<file path="src/rtl/pdes_sched_ctrl.sv">
// PHOLD-style PDES scheduler control: queue seeding, receive/dispatch
// arbitration, per-core in-flight tracking, GVT and termination.
module pdes_sched_ctrl #(
    parameter int NUM_CORES = 4,
    parameter int TIME_W    = 13,
    parameter int LP_W      = 3,
    parameter int N_INIT    = 4,
    parameter int QCNT_W    = 5
) (
    input  logic                             clk,
    input  logic                             rst_n,
    input  logic                             start,
    input  logic [TIME_W-1:0]                end_time,
    output logic [TIME_W-1:0]                gvt,
    output logic                             busy,
    output logic                             done,
    input  logic [NUM_CORES-1:0]             core_ready,
    output logic [NUM_CORES-1:0]             core_evt_vld,
    output logic [TIME_W+LP_W-1:0]           core_evt_data,
    input  logic [NUM_CORES-1:0]             core_new_vld,
    input  logic [NUM_CORES*(TIME_W+LP_W)-1:0] core_new_data,
    output logic [NUM_CORES-1:0]             core_new_ack,
    output logic                             q_enq,
    output logic                             q_deq,
    output logic [TIME_W+LP_W-1:0]           q_enq_data,
    input  logic [TIME_W+LP_W-1:0]           q_head,
    input  logic [QCNT_W-1:0]                q_count,
    input  logic                             q_full
);

    localparam int EV_W = TIME_W + LP_W;
    localparam int IW   = (NUM_CORES > 1) ? $clog2(NUM_CORES) : 1;
    localparam int CW   = 8;

    typedef enum logic [1:0] {S_IDLE, S_INIT, S_RUN, S_FIN} state_e;

    state_e              state_q, state_d;
    logic [TIME_W-1:0]   gvt_q, gvt_d;
    logic                busy_q, busy_d;
    logic                done_q, done_d;
    logic [NUM_CORES-1:0] act_q, act_d;
    logic [TIME_W-1:0]   loc_q [NUM_CORES];
    logic [TIME_W-1:0]   loc_d [NUM_CORES];
    logic [IW-1:0]       rxp_q, rxp_d, txp_q, txp_d;
    logic [CW-1:0]       icnt_q, icnt_d;

    logic                rx_hit, tx_hit, cand_vld;
    logic [IW-1:0]       rx_g, tx_g;
    logic [TIME_W-1:0]   cand, head_t;

    // Round-robin search starting at ptr; returns {hit, index}
    function automatic logic [IW:0] rr_pick(input logic [NUM_CORES-1:0] req,
                                            input logic [IW-1:0] ptr);
        logic [IW:0] r;
        int j;
        r = '0;
        for (int k = 0; k < NUM_CORES; k++) begin
            j = (int'(ptr) + k) % NUM_CORES;
            if (!r[IW] && req[j]) r = {1'b1, IW'(j)};
        end
        return r;
    endfunction

    function automatic logic [IW-1:0] rr_next(input logic [IW-1:0] g);
        return (int'(g) == NUM_CORES - 1) ? '0 : g + 1'b1;
    endfunction

    assign head_t = q_head[EV_W-1:LP_W];
    assign {rx_hit, rx_g} = rr_pick(core_new_vld, rxp_q);
    assign {tx_hit, tx_g} = rr_pick(core_ready, txp_q);

    always_comb begin
        cand_vld = (q_count != '0);
        cand     = head_t;
        for (int i = 0; i < NUM_CORES; i++) begin
            if (act_q[i] && (!cand_vld || loc_q[i] < cand)) begin
                cand_vld = 1'b1;
                cand     = loc_q[i];
            end
        end
    end

    always_comb begin
        state_d      = state_q;
        gvt_d        = gvt_q;
        act_d        = act_q;
        loc_d        = loc_q;
        rxp_d        = rxp_q;
        txp_d        = txp_q;
        icnt_d       = icnt_q;
        q_enq        = 1'b0;
        q_deq        = 1'b0;
        q_enq_data   = '0;
        core_evt_vld = '0;
        core_new_ack = '0;
        unique case (state_q)
            S_IDLE: begin
                if (start) begin
                    state_d = S_INIT;
                    gvt_d   = '0;
                    icnt_d  = '0;
                end
            end
            S_INIT: begin
                if (!q_full) begin
                    q_enq      = 1'b1;
                    q_enq_data = {TIME_W'(0), LP_W'(icnt_q)};
                    icnt_d     = icnt_q + 1'b1;
                    if (icnt_q == CW'(N_INIT - 1)) state_d = S_RUN;
                end
            end
            S_RUN: begin
                if (rx_hit && !q_full) begin
                    core_new_ack[rx_g] = 1'b1;
                    q_enq              = 1'b1;
                    q_enq_data         = core_new_data[int'(rx_g)*EV_W +: EV_W];
                    act_d[rx_g]        = 1'b0;
                    rxp_d              = rr_next(rx_g);
                end else if (q_count != '0 && tx_hit) begin
                    core_evt_vld[tx_g] = 1'b1;
                    q_deq              = 1'b1;
                    act_d[tx_g]        = 1'b1;
                    loc_d[tx_g]        = head_t;
                    txp_d              = rr_next(tx_g);
                end
                // GVT is monotonic even if a straggler lands below it
                if (cand_vld && cand >= gvt_q) gvt_d = cand;
                if (gvt_q > end_time ||
                    (act_q == '0 && q_count == '0 && core_new_vld == '0))
                    state_d = S_FIN;
            end
            S_FIN: state_d = S_IDLE;
            default: state_d = S_IDLE;
        endcase
        done_d = (state_q == S_RUN) && (state_d == S_FIN);
        busy_d = (state_d == S_INIT) || (state_d == S_RUN);
    end

    always_ff @(posedge clk or negedge rst_n) begin
        if (!rst_n) begin
            state_q <= S_IDLE;
            gvt_q   <= '0;
            busy_q  <= 1'b0;
            done_q  <= 1'b0;
            act_q   <= '0;
            rxp_q   <= '0;
            txp_q   <= '0;
            icnt_q  <= '0;
            for (int i = 0; i < NUM_CORES; i++) loc_q[i] <= '0;
        end else begin
            state_q <= state_d;
            gvt_q   <= gvt_d;
            busy_q  <= busy_d;
            done_q  <= done_d;
            act_q   <= act_d;
            rxp_q   <= rxp_d;
            txp_q   <= txp_d;
            icnt_q  <= icnt_d;
            loc_q   <= loc_d;
        end
    end

    assign gvt           = gvt_q;
    assign busy          = busy_q;
    assign done          = done_q;
    assign core_evt_data = q_head;

endmodule
</file>
<file path="config.mk">
export PLATFORM = sky130hd
export DESIGN_NAME = pdes_sched_ctrl
export DESIGN_NICKNAME = d
export VERILOG_FILES = /design/src/rtl/pdes_sched_ctrl.sv
export SDC_FILE = /design/constraint.sdc
export NUM_CORES = 1
export LEC_CHECK = 0
export ABC_AREA = 1
export CORE_ASPECT_RATIO = 0.8
export CORE_UTILIZATION = 51
export CTS_CLUSTER_SIZE = 20
export DETAILED_ROUTE_END_ITERATION = 8
export PLACE_DENSITY_LB_ADDON = 0.12
export SLEW_MARGIN = 10
export SYNTH_ARGS = -nofsm -noshare
export SYNTH_HDL_FRONTEND = slang
export SYNTH_SLANG_ARGS = --single-unit
</file>
<file path="constraint.sdc">
create_clock -name clk -period 10.3 [get_ports clk]
set_input_delay 1.03 -clock clk [delete_from_list [all_inputs] [get_ports clk]]
set_output_delay 1.03 -clock clk [all_outputs]
set_load 0.1 [all_outputs]
</file>
# Word-level counts from Yosys, hierarchy flattened
# Index checks and enable logic that the tools add are counted.
# totals
reg_bits	85
word_cells	194
in_bits	110
# classes
n_bitwise	11
muxes	74
n_eq_ne	12
n_lt_le_gt_ge	20
shifts	1
add_sub_neg	9
reduce_logical	55
# op_table
op	count
$mux 13	7
$shiftx 64x7->16	1
$bwmux 52	1
$lt 13x13->1	4
$pmux 16 s2	1
$mux 4	7
$mux 3	9
$demux 13 s2	1
$pmux 13 s2	1
$mux 1	25
$lt 3x4->1 const B	6
$logic_and 1x1->1	19
$bmux 1 s2	8
$mux 16	1
$mux 8	2
$pmux 8 s2	1
$ge 13x13->1	1
$gt 13x13->1	1
$lt 2x3->1 const B	4
$mux 2	6
$reduce_or 2->1	6
$logic_not 1->1	11
$reduce_and 3->1	3
$add 2x1->2 const B	4
other kinds (25)	52

# Longest topological paths before layout
# depth
word_depth	21
mapped_depth	63
ltp_nobuf	58

# Least setup slack after synthesis
# Ideal clock, no wire load.
# synth_path
path_type	in2reg
startpoint	input port q_head[15]
endpoint	register gvt_q[10] (netlist: gvt[10])
path_stages	56
t_arrival_ns	7.998
setup_time_ns	0.120
required_ns	10.180
path_slack_ns	2.182
n_path_buf	5
path_cell_list	inv_1 -> ha_1 -> nand2_1 -> nor2_2 -> inv_1 -> nor2_1 -> nand2_1 -> nand2_1 -> nand2_2 -> nand2_4 -> clkbuf_1 -> nand2_1 -> o21ai_0 -> ha_1 -> a21oi_1 -> nor2_1 -> a2111oi_0 -> nand2_1 -> (+20 left out) -> nand2_2 -> nand2_4 -> buf_6 -> nand3_1 -> and2_1 -> ha_1 -> nand4_1 -> o221ai_1 -> a21boi_0 -> o21ai_0 -> a31oi_1 -> o221ai_1 -> nand2_1 -> a21oi_1 -> inv_1 -> clkbuf_1 -> nand2_1 -> nand2_1
# synth_via
elab_chain_cells	20
word_cells_on_any_way	29
cone_classes	order compare (5); eq/ne (1); mux (10); reduce/logical (13)
# synth_rtl
element	line	rtl
start, declared	26	input logic [TIME_W+LP_W-1:0] q_head,
$lt 13x13->1	76	if (act_q[i] && (!cand_vld || loc_q[i] < cand)) begin
$logic_or 1x1->1	76	
$logic_and 1x1->1	76	
$mux 13 / $mux 1 (equally long branches)	76	
$lt 13x13->1 / $logic_not 1->1 (equally long branches)	76	
$logic_or 1x1->1	76	
$logic_and 1x1->1	76	
$mux 13 / $mux 1 (equally long branches)	76	
(+4 left out)	n/a	
$lt 13x13->1 / $logic_not 1->1 (equally long branches)	76	
$logic_or 1x1->1	76	
$logic_and 1x1->1	76	
$mux 13	76	
$ge 13x13->1	127	if (cand_vld && cand >= gvt_q) gvt_d = cand;
$logic_and 1x1->1	127	
$ne 2x2->1 (no source line)	n/a	
$reduce_and 3->1 (no source line)	n/a	
end signal, assigned	152	gvt_q <= gvt_d;
end, declared	38	logic [TIME_W-1:0] gvt_q, gvt_d;
# Several ways; a longest one is shown, not always the timed one. The select of a mux whose other input is x is not followed.
# A chain may end at the register's enable or synchronous reset.

# Worst setup path in the final report
# layout_path
startpoint	input port q_head[15]
endpoint	register gvt_q[1] (netlist: gvt[1])
# The elaborated chain is that of the path after synthesis.

==> impl_metrics.yaml <==
global_route:
  grt_max_degree: 64
  grt_pass1_wl_um: 29900
  gr-total-overflow: 0
  grt_pass1_vias: 6370
  grt.total_usage: 0.260
  antenna_found_initial: 0
cells_and_area:
  most-common-layout-cells: "nand2_1 (277), clkdlybuf4s50_1 (159), inv_1 (113), o21ai_0 (113), ha_1 (87)"
  fin_nets: 1304
  final_area_um2: 8900
  syn2layout_area_growth_pct: 27.1
  n_antenna_cell: 0
  layout-drive-gt1-share: 0.0414
  final_common_cell: "nand2_1"
routing:
  via_per_inst: 5.26
  drt_pre_antenna_iters: 4
  wl_um: 17600
  drtIter0Drc: 382
  wl_per_cell_um: 13.7
  vias: 6772
  remaining_drc_errors: 0
  ant_nets: 0
die:
  coreArea_um2: 13100
  rows: 37
  die_area_um2: 14200
  die_h_um: 107
  start_util: 0.534
  io_pins: 167
  fp.dieW_um: 133
clocking:
  clockBufferDepth: 2
  cts-resized-gates: 0
  clock_latency_ns: 0.34
  cts-root-buf: "clkbuf_16"
  cts.htree.levels: 3
  clkSlewWorstSetupHoldPaths_ns: 0.06
  post_cts_buffers: 0
  cts_sinks: 85
  tritoncts: "done"
  cts_buffers: 9
  holdBufCountCts: 0
critical_path:
  worstPathArrival_ns: 9.62
  critPathLaunchType: "input pin"
  crit_required_ns: 10.58
  cpMostUsedCell: "nand2_1"
  critPathSlowestCell: "clkdlybuf4s50_1"
  endpoint_kind: "flip-flop"
  path_class: "in2reg"
  worstPathMaxFanout: 25
  slowest_delay_ns: 0.47
logic_synthesis:
  synth_fa_ha_area_frac: 0.156
  synthMuxAreaShare: 0
  netlist_instances: 982
  synth_warnings: 0
  synth_seq_cells: 85
  synth.top_cell.area_share: 0.304
  syn_area_per_cell_um2: 7.13
  synth_fp_nets: 1179
  ys_async_sr_fraction: 1.00
  synth_top_family_by_area: "simple AND/OR/NAND/NOR gates"
  yosys.area_share.xor_xnor: 0.00250
  seq_area_frac_synth: 0.304
  syn-cell-area_um2: 7000
  synth-edff-count: 0
  synth_cell_types: 43
  synth.area.top_cells: "dfrtp_1 (30%), ha_1 (16%), nand2_1 (15%), o21ai_0 (8.1%), inv_1 (6.1%)"
  synth-main-ff-cell: "dfrtp_1"
  synth_compound_area_frac: 0.169
  yosysTopAreaCell: "dfrtp_1"
  synth-simple-area-share: 0.269
placed_design:
  portBuffers: 160
  hpwlAfterDp_um: 13900
  dpl_cell_area_um2: 8570
  place.gp.congestion: 0.887
hold_path:
  hold_class: "reg2reg"
timing:
  max_slew_margin: 0.301
  rsz0062_at_grt: "false"
  period_needed_ns: 9.33
  setup_tns_ns: 0
  worstMarginPinSlew_ns: 1.05
  clock.fmax_mhz: 107
  final_hold_viol_count: 0
  fin_crit_sh: 0.906
  slew_violations: 0
  fin_skew_ns: 0.00880
  setup_viol: 0
outcome:
  status: "finished, final reports clean"
job:
  drv_cap: 0
[flip-flops by register name, indices dropped and copies added (netlist names)]
register	cells
done	1
rxp_q	2
icnt_q	8
busy	1
gvt	13
txp_q	2
act_q	4
state_q	2
loc_q	52
[final cells by class]
class                      instances  area (um2)
multi-input combinational        734        4170
sequential                        85        2130
timing repair buffer             163        1620
fill                            1137        4210
clock buffer                      12         256
inverter                         114         428
tap                              175         219
clock inverter                     4        70.1
[metrics by stage]
step,util,setup WS [ns],std cells,hold WS [ns]
after floorplan,-,2.18,982,0.453
after global placement,0.654,0.961,1271,0.469
after detailed placement,0.654,0.671,1271,0.477
after CTS,0.679,0.997,1287,0.490
after global routing,0.679,0.0592,1287,0.514
final,0.679,0.967,1287,0.486
[final timing paths]
check / startpoint / to / slack [ns] / depth (start not counted)
min: loc_q[0]$_DFFE_PN0P_ / loc_q[0]$_DFFE_PN0P_ / 0.49 / 2
max in group asynchronous: rst_n / icnt_q[2]$_DFFE_PN0P_ / 8.61 / 2
min in group asynchronous: rst_n / loc_q[42]$_DFFE_PN0P_ / 0.57 / 1
max: q_head[15] / gvt[1]$_DFFE_PN0P_ / 0.97 / 52
min reg2reg: loc_q[0]$_DFFE_PN0P_ / loc_q[0]$_DFFE_PN0P_ / 0.49 / 2
max reg2reg: loc_q[51]$_DFFE_PN0P_ / gvt[1]$_DFFE_PN0P_ / 1.86 / 50
[kinds of logic (layout without fill, tap and decap cells)]
| group | after synthesis | count (layout) |
|---|---|---|
| adder cells (fa/ha/maj) | 87 | 87 |
| flip-flops | 85 | 85 |
| buffers and inverters | 163 | 293 |
| AO/OA/AOI/OAI | 209 | 209 |
| AND/OR/NAND/NOR | 436 | 436 |
| XOR/XNOR | 2 | 2 |
[cells in the mapped netlist (2+ instances only)]
master	number
buf_2	3
o221ai_1	2
a211oi_1	5
dfrtp_1	85
o21ai_0	113
o32ai_1	3
nand2_2	16
buf_1	2
nor3_1	9
a21oi_1	53
and2_1	12
nand2_1	277
o21a_1	3
a311oi_1	13
a21boi_0	2
a21o_1	2
o22ai_1	3
buf_4	16
xnor2_1	2
o221a_2	3
nor3b_1	4
o211ai_1	2
nor4_1	2
nand2_4	5
ha_1	87
clkbuf_1	26
inv_1	113
nand3_1	48
nand4_1	11
nor2_1	47
[critical path: cells and delay by family]
kind | cells | cell delay (ns)
AO/OA/AOI/OAI | 19 | 3.65
adder cells (fa/ha/maj) | 5 | 1.56
buffers and inverters | 4 | 0.96
AND/OR/NAND/NOR | 24 | 2.40
[routing by layer]
| metal | up-vias | GRT usage | share of wire |
|---|---|---|---|
| met4 | 0 | 0.0583 | 0.013 |
| met2 | 188 | 0.439 | 0.47 |
| li1 | 3505 | - | - |
| met3 | 22 | 0.0582 | 0.057 |
| met1 | 3057 | 0.341 | 0.46 |
| met5 | - | 0 | 0 |
Power is not shown: default switching activity piles up to over one toggle a cycle in this logic, so the estimate is an artifact.
